`src/rtl/udp_panel_dispatch.sv`:
```
// -----------------------------------------------------------------------------
// udp_panel_dispatch
// Turns UDP payload words from the liteeth udp_source stream into framebuffer
// writes on the ledpanel ctrl bus for NUM_PANELS panels. Supports per-panel or
// broadcast WRITE, hardware FILL, an LED command, port filtering and dropping
// of corrupt or unknown packets.
//
// Optional build macro: PANEL_DISPATCH_STATS_EN adds pkt_count / drop_count.
//
// Ports:
//   clock, resetn              system clock, async active-low reset
//   udp_source_valid/last      payload word handshake and end-of-packet
//   udp_source_ready           word accepted when valid & ready
//   udp_source_dst_port        destination port, checked with the header word
//   udp_source_data            32-bit payload word
//   udp_source_error           nonzero marks a corrupt word
//   ctrl_en                    per-panel write strobe (one-hot or all ones)
//   ctrl_wr                    colour-plane mask
//   ctrl_addr, ctrl_wdat       write address and data
//   pkt_count, drop_count      (stats build only) saturating packet counters
//   led_reg                    user LED
// -----------------------------------------------------------------------------
module udp_panel_dispatch #(
  parameter int unsigned NUM_PANELS = 6,
  parameter int unsigned ADDR_W     = 16,
  parameter int unsigned COLOR_W    = 24,
  parameter logic [15:0] UDP_PORT   = 16'd26177
) (
  input  logic                  clock,
  input  logic                  resetn,
  input  logic                  udp_source_valid,
  input  logic                  udp_source_last,
  output logic                  udp_source_ready,
  input  logic [15:0]           udp_source_dst_port,
  input  logic [31:0]           udp_source_data,
  input  logic [3:0]            udp_source_error,
  output logic [NUM_PANELS-1:0] ctrl_en,
  output logic [3:0]            ctrl_wr,
  output logic [ADDR_W-1:0]     ctrl_addr,
  output logic [COLOR_W-1:0]    ctrl_wdat,
`ifdef PANEL_DISPATCH_STATS_EN
  output logic [15:0]           pkt_count,
  output logic [15:0]           drop_count,
`endif
  output logic                  led_reg
);

  localparam logic [3:0] OP_WRITE = 4'd1;
  localparam logic [3:0] OP_FILL  = 4'd2;
  localparam logic [3:0] OP_LED   = 4'd3;

  typedef enum logic [2:0] {
    S_IDLE,
    S_WRITE,
    S_FILL_CNT,
    S_FILL_COL,
    S_FILL_RUN,
    S_DROP
  } state_t;

  state_t                r_state;
  logic                  r_ready;
  logic [NUM_PANELS-1:0] r_ctrl_en;
  logic [3:0]            r_ctrl_wr;
  logic [ADDR_W-1:0]     r_ctrl_addr;
  logic [COLOR_W-1:0]    r_ctrl_wdat;
  logic                  r_led;
  logic [NUM_PANELS-1:0] r_en_vec;
  logic [3:0]            r_mask;
  logic [ADDR_W-1:0]     r_addr;
  logic [COLOR_W-1:0]    r_color;
  logic [15:0]           r_count;
  logic                  r_fill_drop;

  logic                  w_accept;
  logic                  w_last;
  logic                  w_err;
  logic [3:0]            w_op;
  logic [7:0]            w_idx;
  logic                  w_bcast;
  logic                  w_idx_ok;
  logic                  w_op_ok;
  logic                  w_hdr_drop;
  logic [NUM_PANELS-1:0] w_en_vec;

  // Header decode; only meaningful while in IDLE.
  assign w_accept   = udp_source_valid & r_ready;
  assign w_last     = udp_source_last;
  assign w_err      = |udp_source_error;
  assign w_op       = udp_source_data[31:28];
  assign w_idx      = udp_source_data[23:16];
  assign w_bcast    = (w_idx == 8'hFF);
  assign w_idx_ok   = w_bcast || (32'(w_idx) < NUM_PANELS);
  assign w_op_ok    = (w_op == OP_WRITE) || (w_op == OP_FILL) || (w_op == OP_LED);
  assign w_hdr_drop = (udp_source_dst_port != UDP_PORT) || w_err || !w_op_ok || !w_idx_ok;

  // Panel enable vector: all ones for broadcast, otherwise one-hot.
  always_comb begin
    w_en_vec = '0;
    for (int unsigned i = 0; i < NUM_PANELS; i++) begin
      w_en_vec[i] = w_bcast || (w_idx == 8'(i));
    end
  end

  // Packet FSM with registered ctrl outputs; ctrl_en defaults low every cycle.
  always_ff @(posedge clock or negedge resetn) begin
    if (!resetn) begin
      r_state     <= S_IDLE;
      r_ready     <= 1'b0;
      r_ctrl_en   <= '0;
      r_ctrl_wr   <= '0;
      r_ctrl_addr <= '0;
      r_ctrl_wdat <= '0;
      r_led       <= 1'b0;
      r_en_vec    <= '0;
      r_mask      <= '0;
      r_addr      <= '0;
      r_color     <= '0;
      r_count     <= '0;
      r_fill_drop <= 1'b0;
    end else begin
      r_ctrl_en <= '0;
      r_ready   <= 1'b1;
      case (r_state)
        S_IDLE: begin
          if (w_accept) begin
            if (w_hdr_drop) begin
              r_state <= w_last ? S_IDLE : S_DROP;
            end else if (w_op == OP_LED) begin
              r_led   <= udp_source_data[0];
              r_state <= w_last ? S_IDLE : S_DROP;
            end else begin
              r_mask   <= udp_source_data[27:24];
              r_en_vec <= w_en_vec;
              r_addr   <= ADDR_W'(udp_source_data[15:0]);
              if (w_last)                r_state <= S_IDLE;
              else if (w_op == OP_WRITE) r_state <= S_WRITE;
              else                       r_state <= S_FILL_CNT;
            end
          end
        end

        S_WRITE: begin
          if (w_accept) begin
            if (w_err) begin
              r_state <= w_last ? S_IDLE : S_DROP;
            end else begin
              r_ctrl_en   <= r_en_vec;
              r_ctrl_wr   <= r_mask;
              r_ctrl_addr <= r_addr;
              r_ctrl_wdat <= udp_source_data[COLOR_W-1:0];
              r_addr      <= r_addr + ADDR_W'(1);
              if (w_last) r_state <= S_IDLE;
            end
          end
        end

        S_FILL_CNT: begin
          if (w_accept) begin
            if (w_err) begin
              r_state <= w_last ? S_IDLE : S_DROP;
            end else begin
              r_count <= udp_source_data[15:0];
              r_state <= w_last ? S_IDLE : S_FILL_COL;
            end
          end
        end

        S_FILL_COL: begin
          if (w_accept) begin
            if (w_err) begin
              r_state <= w_last ? S_IDLE : S_DROP;
            end else begin
              r_color     <= udp_source_data[COLOR_W-1:0];
              r_fill_drop <= !w_last;
              // A zero count skips the run so ready never drops.
              if (r_count == 16'd0) begin
                r_state <= w_last ? S_IDLE : S_DROP;
              end else begin
                r_state <= S_FILL_RUN;
                r_ready <= 1'b0;
              end
            end
          end
        end

        S_FILL_RUN: begin
          r_ctrl_en   <= r_en_vec;
          r_ctrl_wr   <= r_mask;
          r_ctrl_addr <= r_addr;
          r_ctrl_wdat <= r_color;
          r_addr      <= r_addr + ADDR_W'(1);
          r_count     <= r_count - 16'd1;
          if (r_count == 16'd1) begin
            r_state <= r_fill_drop ? S_DROP : S_IDLE;
          end else begin
            r_ready <= 1'b0;
          end
        end

        S_DROP: begin
          if (w_accept && w_last) r_state <= S_IDLE;
        end

        default: r_state <= S_IDLE;
      endcase
    end
  end

  assign udp_source_ready = r_ready;
  assign ctrl_en          = r_ctrl_en;
  assign ctrl_wr          = r_ctrl_wr;
  assign ctrl_addr        = r_ctrl_addr;
  assign ctrl_wdat        = r_ctrl_wdat;
  assign led_reg          = r_led;

`ifdef PANEL_DISPATCH_STATS_EN
  logic        w_pkt_evt;
  logic        w_drop_evt;
  logic [15:0] r_pkt_count;
  logic [15:0] r_drop_count;

  // Completed command packets and drop events (DROP entry or dropped single word).
  always_comb begin
    w_pkt_evt  = 1'b0;
    w_drop_evt = 1'b0;
    if (w_accept) begin
      case (r_state)
        S_IDLE: begin
          w_drop_evt = w_hdr_drop || (w_op == OP_LED && !w_last);
          w_pkt_evt  = !w_hdr_drop && ((w_op == OP_LED) || w_last);
        end
        S_WRITE: begin
          w_drop_evt = w_err && !w_last;
          w_pkt_evt  = !w_err && w_last;
        end
        S_FILL_CNT: w_drop_evt = w_err && !w_last;
        S_FILL_COL: begin
          w_drop_evt = !w_last && (w_err || r_count == 16'd0);
          w_pkt_evt  = !w_err;
        end
        default: ;
      endcase
    end
    if (r_state == S_FILL_RUN && r_count == 16'd1 && r_fill_drop) w_drop_evt = 1'b1;
  end

  always_ff @(posedge clock or negedge resetn) begin
    if (!resetn) begin
      r_pkt_count  <= '0;
      r_drop_count <= '0;
    end else begin
      if (w_pkt_evt && r_pkt_count != 16'hFFFF)   r_pkt_count  <= r_pkt_count + 16'd1;
      if (w_drop_evt && r_drop_count != 16'hFFFF) r_drop_count <= r_drop_count + 16'd1;
    end
  end

  assign pkt_count  = r_pkt_count;
  assign drop_count = r_drop_count;
`endif

endmodule

```
`config.mk`:
```
export PLATFORM = sky130hd
export DESIGN_NAME = udp_panel_dispatch
export DESIGN_NICKNAME = d
export VERILOG_FILES = /design/src/rtl/udp_panel_dispatch.sv
export SDC_FILE = /design/constraint.sdc
export NUM_CORES = 1
export LEC_CHECK = 0
export ABC_AREA = 0
export BUFFER_PORTS_ARGS = -buffer_cell sky130_fd_sc_hd__buf_2
export CAP_MARGIN = 20
export CELL_PAD_IN_SITES_DETAIL_PLACEMENT = 0
export CELL_PAD_IN_SITES_GLOBAL_PLACEMENT = 2
export CORE_MARGIN = 1
export CORE_UTILIZATION = 35
export CTS_CLUSTER_SIZE = 12
export DETAILED_ROUTE_END_ITERATION = 7
export PLACE_DENSITY_LB_ADDON = 0.12
export SLEW_MARGIN = 0
export SYNTH_ARGS = -nofsm -noshare
export SYNTH_HDL_FRONTEND = slang
export SYNTH_SLANG_ARGS = --single-unit
export TNS_END_PERCENT = 1
```
`constraint.sdc`:
```
create_clock -name clock -period 2.6 [get_ports clock]
set_input_delay 0.39 -clock clock [delete_from_list [all_inputs] [get_ports clock]]
set_output_delay 0.39 -clock clock [all_outputs]
set_load 0.03 [all_outputs]
```
==> results of run 1 <==
==> layer usage <==
layer  routed length, um  global-route usage, %  part of all wire (%)
met1                7760                   27.8                    47
met5                   0                      0                     0
met3                 719                   4.27                   4.4
met4                 312                   7.82                   1.9
met2                7700                   31.0                    47
==> power by group through the flow <==
stage               clock network, mW  registers, mW  logic (mW)
finish                           2.29           2.73        3.20
global route                     2.45           2.79        3.53
CTS                              2.35           2.73        3.24
detailed placement                  0           2.76        3.23
global placement                    0           2.74        3.20
floorplan                           0           3.18        1.74
==> cells in the mapped netlist, drive strengths merged (4+ instances only) <==
master / instances
nand2: 124
inv: 20
nand4: 6
nand2b: 6
or3: 8
a21oi: 12
and2: 9
a222oi: 8
o22ai: 6
and4: 4
nor3: 14
nor2: 39
o31ai: 6
o211ai: 9
a22oi: 7
a22o: 4
buf: 9
nand3: 17
or4: 4
a21o: 4
clkbuf: 24
a2bb2oi: 4
dfrtp: 122
a31oi: 16
o21ai: 34
mux2: 35
==> layout make-up <==
| class | instances | area, um2 | share of cell area, % |
|---|---|---|---|
| clock inverters | 14 | 139 | 1.88 |
| clock buffers | 18 | 439 | 5.94 |
| inverters | 20 | 75.1 | 1.02 |
| well taps | 220 | 275 | 3.72 |
| flip-flops and latches | 122 | 3050 | 41.3 |
| repair buffers | 133 | 773 | 10.5 |
| multi-input cells | 428 | 2640 | 35.7 |
==> cells by family after synthesis <==
family | Yosys count | share of synthesized area [%]
XOR/XNOR | 2 | 0.297
flip-flops | 122 | 51.7
adder cells (fa/ha/maj) | 4 | 0.806
multiplexers | 35 | 6.68
AND/OR/NAND/NOR | 253 | 20.5
AO/OA/AOI/OAI | 134 | 16.2
buffers and inverters | 53 | 3.78
==> worst max-delay path, cell delays in order, from the launching register on <==
cell                       delay, ns
sky130_fd_sc_hd__dfrtp_1        0.42
sky130_fd_sc_hd__or3_1          0.47
sky130_fd_sc_hd__or4_1          0.65
sky130_fd_sc_hd__nor4_2         0.33
sky130_fd_sc_hd__o21ai_0        0.15
sky130_fd_sc_hd__o211ai_1       0.20
==> stage by stage <==
stage / instances / utilization (%) / instance area, um2 / hold slack [ns]
floorplan: 603 / - / 5900 / 0.0944
global placement: 922 / 41.2 / 6810 / 0.432
detailed placement: 922 / 41.2 / 6810 / 0.440
CTS: 955 / 44.7 / 7390 / 0.190
global route: 955 / 44.7 / 7390 / 0.190
finish: 955 / 44.7 / 7390 / 0.207
==> worst paths after layout <==
kind,depth (start not counted),to,slack (ns)
max in group asynchronous,3,ctrl_wdat[0],1.27
min in group asynchronous,2,ctrl_en[1],0.52
hold reg to reg,2,ctrl_addr[8],0.47
hold / removal,2,r_mask[1],0.21
setup reg to reg,5,r_state[0],0.29
setup / recovery,5,r_state[0],0.29
==> what timing repair did <==
item | in CTS | in global routing
hold buffers | 1 | 0
hold endpoints to repair | 19 | 0
setup buffers | 0 | 0
==> impl.org, run 1 <==
** STA
- For the final database, setup skew stands at ~0.0043 ns.
- For this run, the top clock speed supported by timing is 433 MHz.
- Setup repair after global routing left no endpoint under its margin.
- Setup violations remaining at the end of the flow were counted as 0.
- The final number of max-transition violations came to 0.
- After routing, the total negative slack on setup checks comes to 0 ns.
- Headroom to the max-slew limit :: 59.8%
- For the pin with the worst max-slew slack, the measured transition is 0.603 ns.
- The count of final hold-check violations was 0.
- In the post-route analysis, the smallest setup slack over all paths is 0.293 ns.
- Minimum period implied by the final worst setup slack :: 2.31 ns
- The final critical path takes up 88.7% of the cycle.

** Power
- Of the total power, registers draw 33.2%.
- Net switching is roughly 41% of the power.
- Per report_power, the combinational group accounts for 39.0% of the total.
- Total chip power :: 8.22 mW
- In this run the static leakage power is 3.54 nW.
- The internal power of the cells totals 4.81 mW.
- Total net switching power :: roughly 3.4 mW
- Peak supply drop :: between 700 and 800 uV
- Part of the total power dissipated in the clock network :: between 20% and 30%
- Power spread over the standard cell area amounts to 1110 mW/mm2.

** Clock network
- Clock Pin Slew Worst Setup and Hold Paths :: 0.06 ns
- Later-pin clock latency in the skew report :: roughly 0.41 ns
- Post-CTS Resized :: 0
- Root buffer selected by CTS :: sky130_fd_sc_hd__clkbuf_16
- CTS tree :: done
- CTS Buffer Depth :: 2
- CTS built an H-tree with a depth of 4.
- Total number of clock tree sinks :: 122
- TritonCTS Buffers :: 17

** Place
- DPL Wire Length :: between 10000 and 15000 um
- Pre-CTS setup slack :: around 0.13 ns
- GPL Wtd Cong :: 0.863
- Input/output buffers :: 107

** Floorplan
- Number of core rows :: 47
- Once the floorplan was initialized, standard cells occupied 35.7% of the core.
- Die Footprint :: 0.0174 mm2
- The die is between 100 and 150 um wide.
- roughly 110 I/O pins were placed.
- Total core area :: 0.0165 mm2
- Die height :: 132 um

** Detailed routing
- Number of iterations in the first detailed-routing pass :: 8
- The routed design has 16500 um of wire.
- Violation count after the first detailed-routing iteration :: 258
- Wire length per cell :: 17.3 um
- In the routed design, unresolved DRC markers number 2.
- Via Count :: 5028
- Using the TritonRoute via totals, the vias-per-cell ratio works out to 5.26.
- Post-DRT Antenna Nets :: 0

** Synth
- Count of cell types in the netlist :: 61
- Netlist area before placement :: 0.00590 mm2
- After synthesis, flip-flops and latches occupy 51.7% of the total area.
- EDFF count, synth :: 0
- Area contributors post-synth :: sky130_fd_sc_hd__dfrtp_1, sky130_fd_sc_hd__nand2_1, sky130_fd_sc_hd__mux2_2
- Warnings from Yosys :: 0
- Mean Syn Cell Area :: ~10 um2
- The synthesized design devotes to its leading area cell type 51.7% of total area.
- Number of storage elements in the synthesis netlist :: 122
- The number of nets in the synthesized netlist is around 660.
- In the synthesized netlist the dominant register cell turns out to be sky130_fd_sc_hd__dfrtp_1.
- Post-synth ARST share :: 100%
- sky130_fd_sc_hd__dfrtp_1 takes more of the synthesized area than any other cell.
- In the synthesized netlist, the number of instances is 603.

** Setup path
- Source of the worst register-to-register timing path :: r_count[3]
- STA classifies the critical path startpoint as a register.
- The critical path in this run is classified as register to register.
- Along the worst path, the maximum fanout reaches 6.
- Capturing element type of the critical path :: register
- Arr. time, crit path :: 2.63 ns
- At the worst endpoint, the required time is 2.93 ns.
- Start point of the critical path :: r_count[3]

** Status
- Outcome :: finished, violations left
- Violations in the final reports :: DRC

** GRT
- Entering global routing, the biggest net connects 47 pins.
- Overall track demand over capacity in global routing :: 20.1%
- The first global-routing pass estimated around 27000 um of wire.
- Vias in the first global route :: 4947
- Number of antenna violations at the first check in global routing :: 0
- Congestion Overflow GR :: 0

** Finish
- Number of nets in the layout :: approximately 780
- The library cell used most frequently in the layout, excluding fill and tap cells, is sky130_fd_sc_hd__nand2_1.
- Area growth syn-to-layout :: 25.3%
- The repair_antennas step left the layout with diodes totalling 0.
- Fill cells in the final layout number 1676.
- Share of post-route cells with drive strength above 1 :: 28.8%
- In the layout the commonest cells are sky130_fd_sc_hd__nand2_1, sky130_fd_sc_hd__dfrtp_1, sky130_fd_sc_hd__buf_2, sky130_fd_sc_hd__nor2_1, sky130_fd_sc_hd__mux2_2.

** Min path
- Startpoint of the tightest hold check path :: udp_source_data[25]
- In this run the worst hold path is classified as primary input to register.

** Flow run
- Max-cap violations in this run came to 0.
No activity file was read; power rests on OpenSTA's default activity.
==> inputs of run 2 (changes only) <==
--- a/config.mk
+++ b/config.mk
@@ -10,12 +10,12 @@
 export CAP_MARGIN = 20
 export CELL_PAD_IN_SITES_DETAIL_PLACEMENT = 0
 export CELL_PAD_IN_SITES_GLOBAL_PLACEMENT = 2
-export CORE_MARGIN = 1
 export CORE_UTILIZATION = 35
 export CTS_CLUSTER_SIZE = 12
 export DETAILED_ROUTE_END_ITERATION = 7
 export PLACE_DENSITY_LB_ADDON = 0.12
-export SLEW_MARGIN = 0
+export RECOVER_POWER = 50
+export SLEW_MARGIN = 30
 export SYNTH_ARGS = -nofsm -noshare
 export SYNTH_HDL_FRONTEND = slang
 export SYNTH_SLANG_ARGS = --single-unit
==> impl.org, run 2 (synthesis gave the netlist of run 1 again) <==
** Clock network
- Total number of clock tree sinks :: 122
- For the worst-skew pair, the clock arrives at the later sink with an insertion delay of 0.43 ns.
- CTS tree :: done
- Clock-pin slew was measured on the worst setup and hold paths at about 0.06 ns.
- CTS Buffer Depth :: 2
- In this run the number of H-tree levels came out at 4.
- CTS placed an instance of sky130_fd_sc_hd__clkbuf_16 at the clock tree root.
- The number of clock buffers added by TritonCTS is 17.
- The number of setup buffers added after CTS is 0.

** Floorplan
- The total area inside the core boundary comes to 0.0165 mm2.
- Number of core rows :: 47
- Starting utilization of the core area :: approximately 36%
- Die W :: approximately 130 um
- Ports :: about 110
- Die height :: ~130 um
- Die Footprint :: about 0.017 mm2

** Setup path
- Arr. time, crit path :: 2.64 ns
- Worst Reg2Reg Path Length in Cells :: 5
- Data on the critical path is required at its endpoint by a little under 3 ns.
- Traced cell by cell, the critical path runs through or3_1 -> or4_1 -> nor4_2 -> o21ai_0 -> o211ai_1.
- Peak fanout along the critical path :: 6
- Source of the worst register-to-register timing path :: r_count[3]
- R2R Setup Slk :: about 0.28 ns
- For this run, the slowest stage of the critical path takes 0.65 ns.
- The slowest stage of the critical path is the sky130_fd_sc_hd__or4_1 cell.
- STA classifies the critical path startpoint as a register.
- The worst register-to-register path ends at r_state[0].
- The worst setup path is of the register to register kind.
- Capturing element type of the critical path :: register

** Power
- Across the VDD grid, the largest voltage drop is 741 uV.
- Summed over all cells, the static leakage comes to around 3.4 nW.
- For this design the ratio of total power to cell area is 1110 mW/mm2.

** Place
- The congestion estimate from routability-driven global placement came to 0.863.
- Input/output buffers :: 107
- After legalization and detailed placement, the total HPWL measured 11800 um.

** Status
- Outcome :: finished, violations left
- Violations in the final reports :: DRC

** Min path
- Number of cells on the worst hold path :: 2
- Hold Path End :: r_mask[1]
- The tightest min-delay check is of the primary input to register type.
- Startpoint of the tightest hold check path :: udp_source_data[25]

** Finish
- Share of post-route cells with drive strength above 1 :: 21.8%
- Measured on the finished design, the core utilization comes to about 44%.
- Most frequent cells in the layout :: sky130_fd_sc_hd__nand2_1, sky130_fd_sc_hd__dfrtp_1, sky130_fd_sc_hd__buf_2, sky130_fd_sc_hd__clkbuf_1, sky130_fd_sc_hd__nor2_1
- FF+latch area :: between 0.003 and 0.004 mm2
- Multi-input logic area :: 0.00264 mm2
- The layout has 1684 filler cells.
- Number of nets in the layout :: 781
- Most common cell after layout, fill and taps aside :: sky130_fd_sc_hd__nand2_1
- The number of antenna diodes in the final layout is 0.
- Area growth syn-to-layout :: 24.1%

** STA
- Setup violations remaining at the end of the flow were counted as 0.
- Based on the critical path, the design can be clocked at up to around 430 MHz.
- Unrepaired setup endpoints after global routing :: false
- Final total negative setup slack :: 0 ns
- Number of hold-slack violations in the final timing report :: 0
- Headroom to the max-slew limit :: 22.1%
- Subtracting the final worst setup slack from the clock period gives about 2.3 ns.
- On the final layout, the worst hold slack is 0.203 ns.
- Number of pins exceeding their max-slew limit in the final report :: 0
- Setup skew after layout :: 0.0130 ns
- Slew at the pin closest to its max-slew limit :: 1.17 ns
- Fraction of the cycle the final worst path needs :: 89.2%

** GRT
- After global routing the overflow that remains totals 0.
- The first global-routing pass estimated ~27000 um of wire.
- Largest net degree at the start of global routing :: 47
- The number of antenna violations at the first check in global routing is 0.
- The via count of the first global-routing pass was 4947.
- For this run, the total global-route usage over all layers was measured as ~20%.

** Detailed routing
- For this block, the initial DRC count from the detailed router was just under 300.
- In the routed design, unresolved DRC markers number 2.
- After detailed routing, the total wire length is around 17000 um.
- Via Count :: a little over 5000
- The first detailed-routing pass took 7 iterations.
- Post-DRT Antenna Nets :: 0
- Dividing the detail-routed via count by the number of cells gives 5.27.
- Wire length per cell :: around 17 um

** Flow run
- Max-capacitance violation count :: 0
[run 2: worst max path at each step]
stage,startpoint,to,slack [ns],depth (start not counted)
global placement,udp_source_data[19],r_addr[4],0.16,7
global route,r_count[3],r_state[0],0.14,5
detailed placement,udp_source_data[19],r_addr[4],0.13,7
CTS,r_count[3],r_state[0],0.27,5
floorplan,udp_source_data[19],r_addr[0],0.44,5
finish,r_count[3],r_state[0],0.28,5
[run 2: layout make-up]
cell class              instances  area share, %
flip-flops and latches        122           41.7
multi-input cells             428           36.1
repair buffers                133           9.57
clock inverters                14           1.90
inverters                      20           1.03
clock buffers                  18           6.00
well taps                     220           3.76
[run 2: power by group]
part,switching (mW),total [mW],internal (mW)
Sequential,0.375,2.74,2.36
Combinational,2.11,3.13,1.02
Clock,0.927,2.29,1.36
[run 2: worst max-delay path: cells and delay by family (launching register included)]
kind | cells | cell delay, ns
simple gates | 3 | 1.45
compound gates | 2 | 0.35
flops | 1 | 0.42
[run 2: metal layers]
metal	up-vias	global-route usage, %	share of wire, %
met5	-	0	0
met4	0	7.82	1.6
met3	24	4.27	4.5
met2	122	31.0	47
met1	2460	27.8	47
li1	2424	-	-
[run 2: what timing repair did]
action                    in CTS  in global routing
hold buffers                   1                  0
resized for setup              0                  0
hold endpoints to repair      19                  0
[run 2: stage by stage]
stage          setup slack (ns)  area (um2)  power (mW)  cells
3_3_place_gp              0.158        6810        5.94    922
4_1_cts                   0.270        7390        8.32    955
5_1_grt                   0.137        7320        8.71    955
6_report                  0.282        7320        8.15    955
2_1_floorplan             0.442        5900        4.91    603
3_5_place_dp              0.131        6810        5.99    922
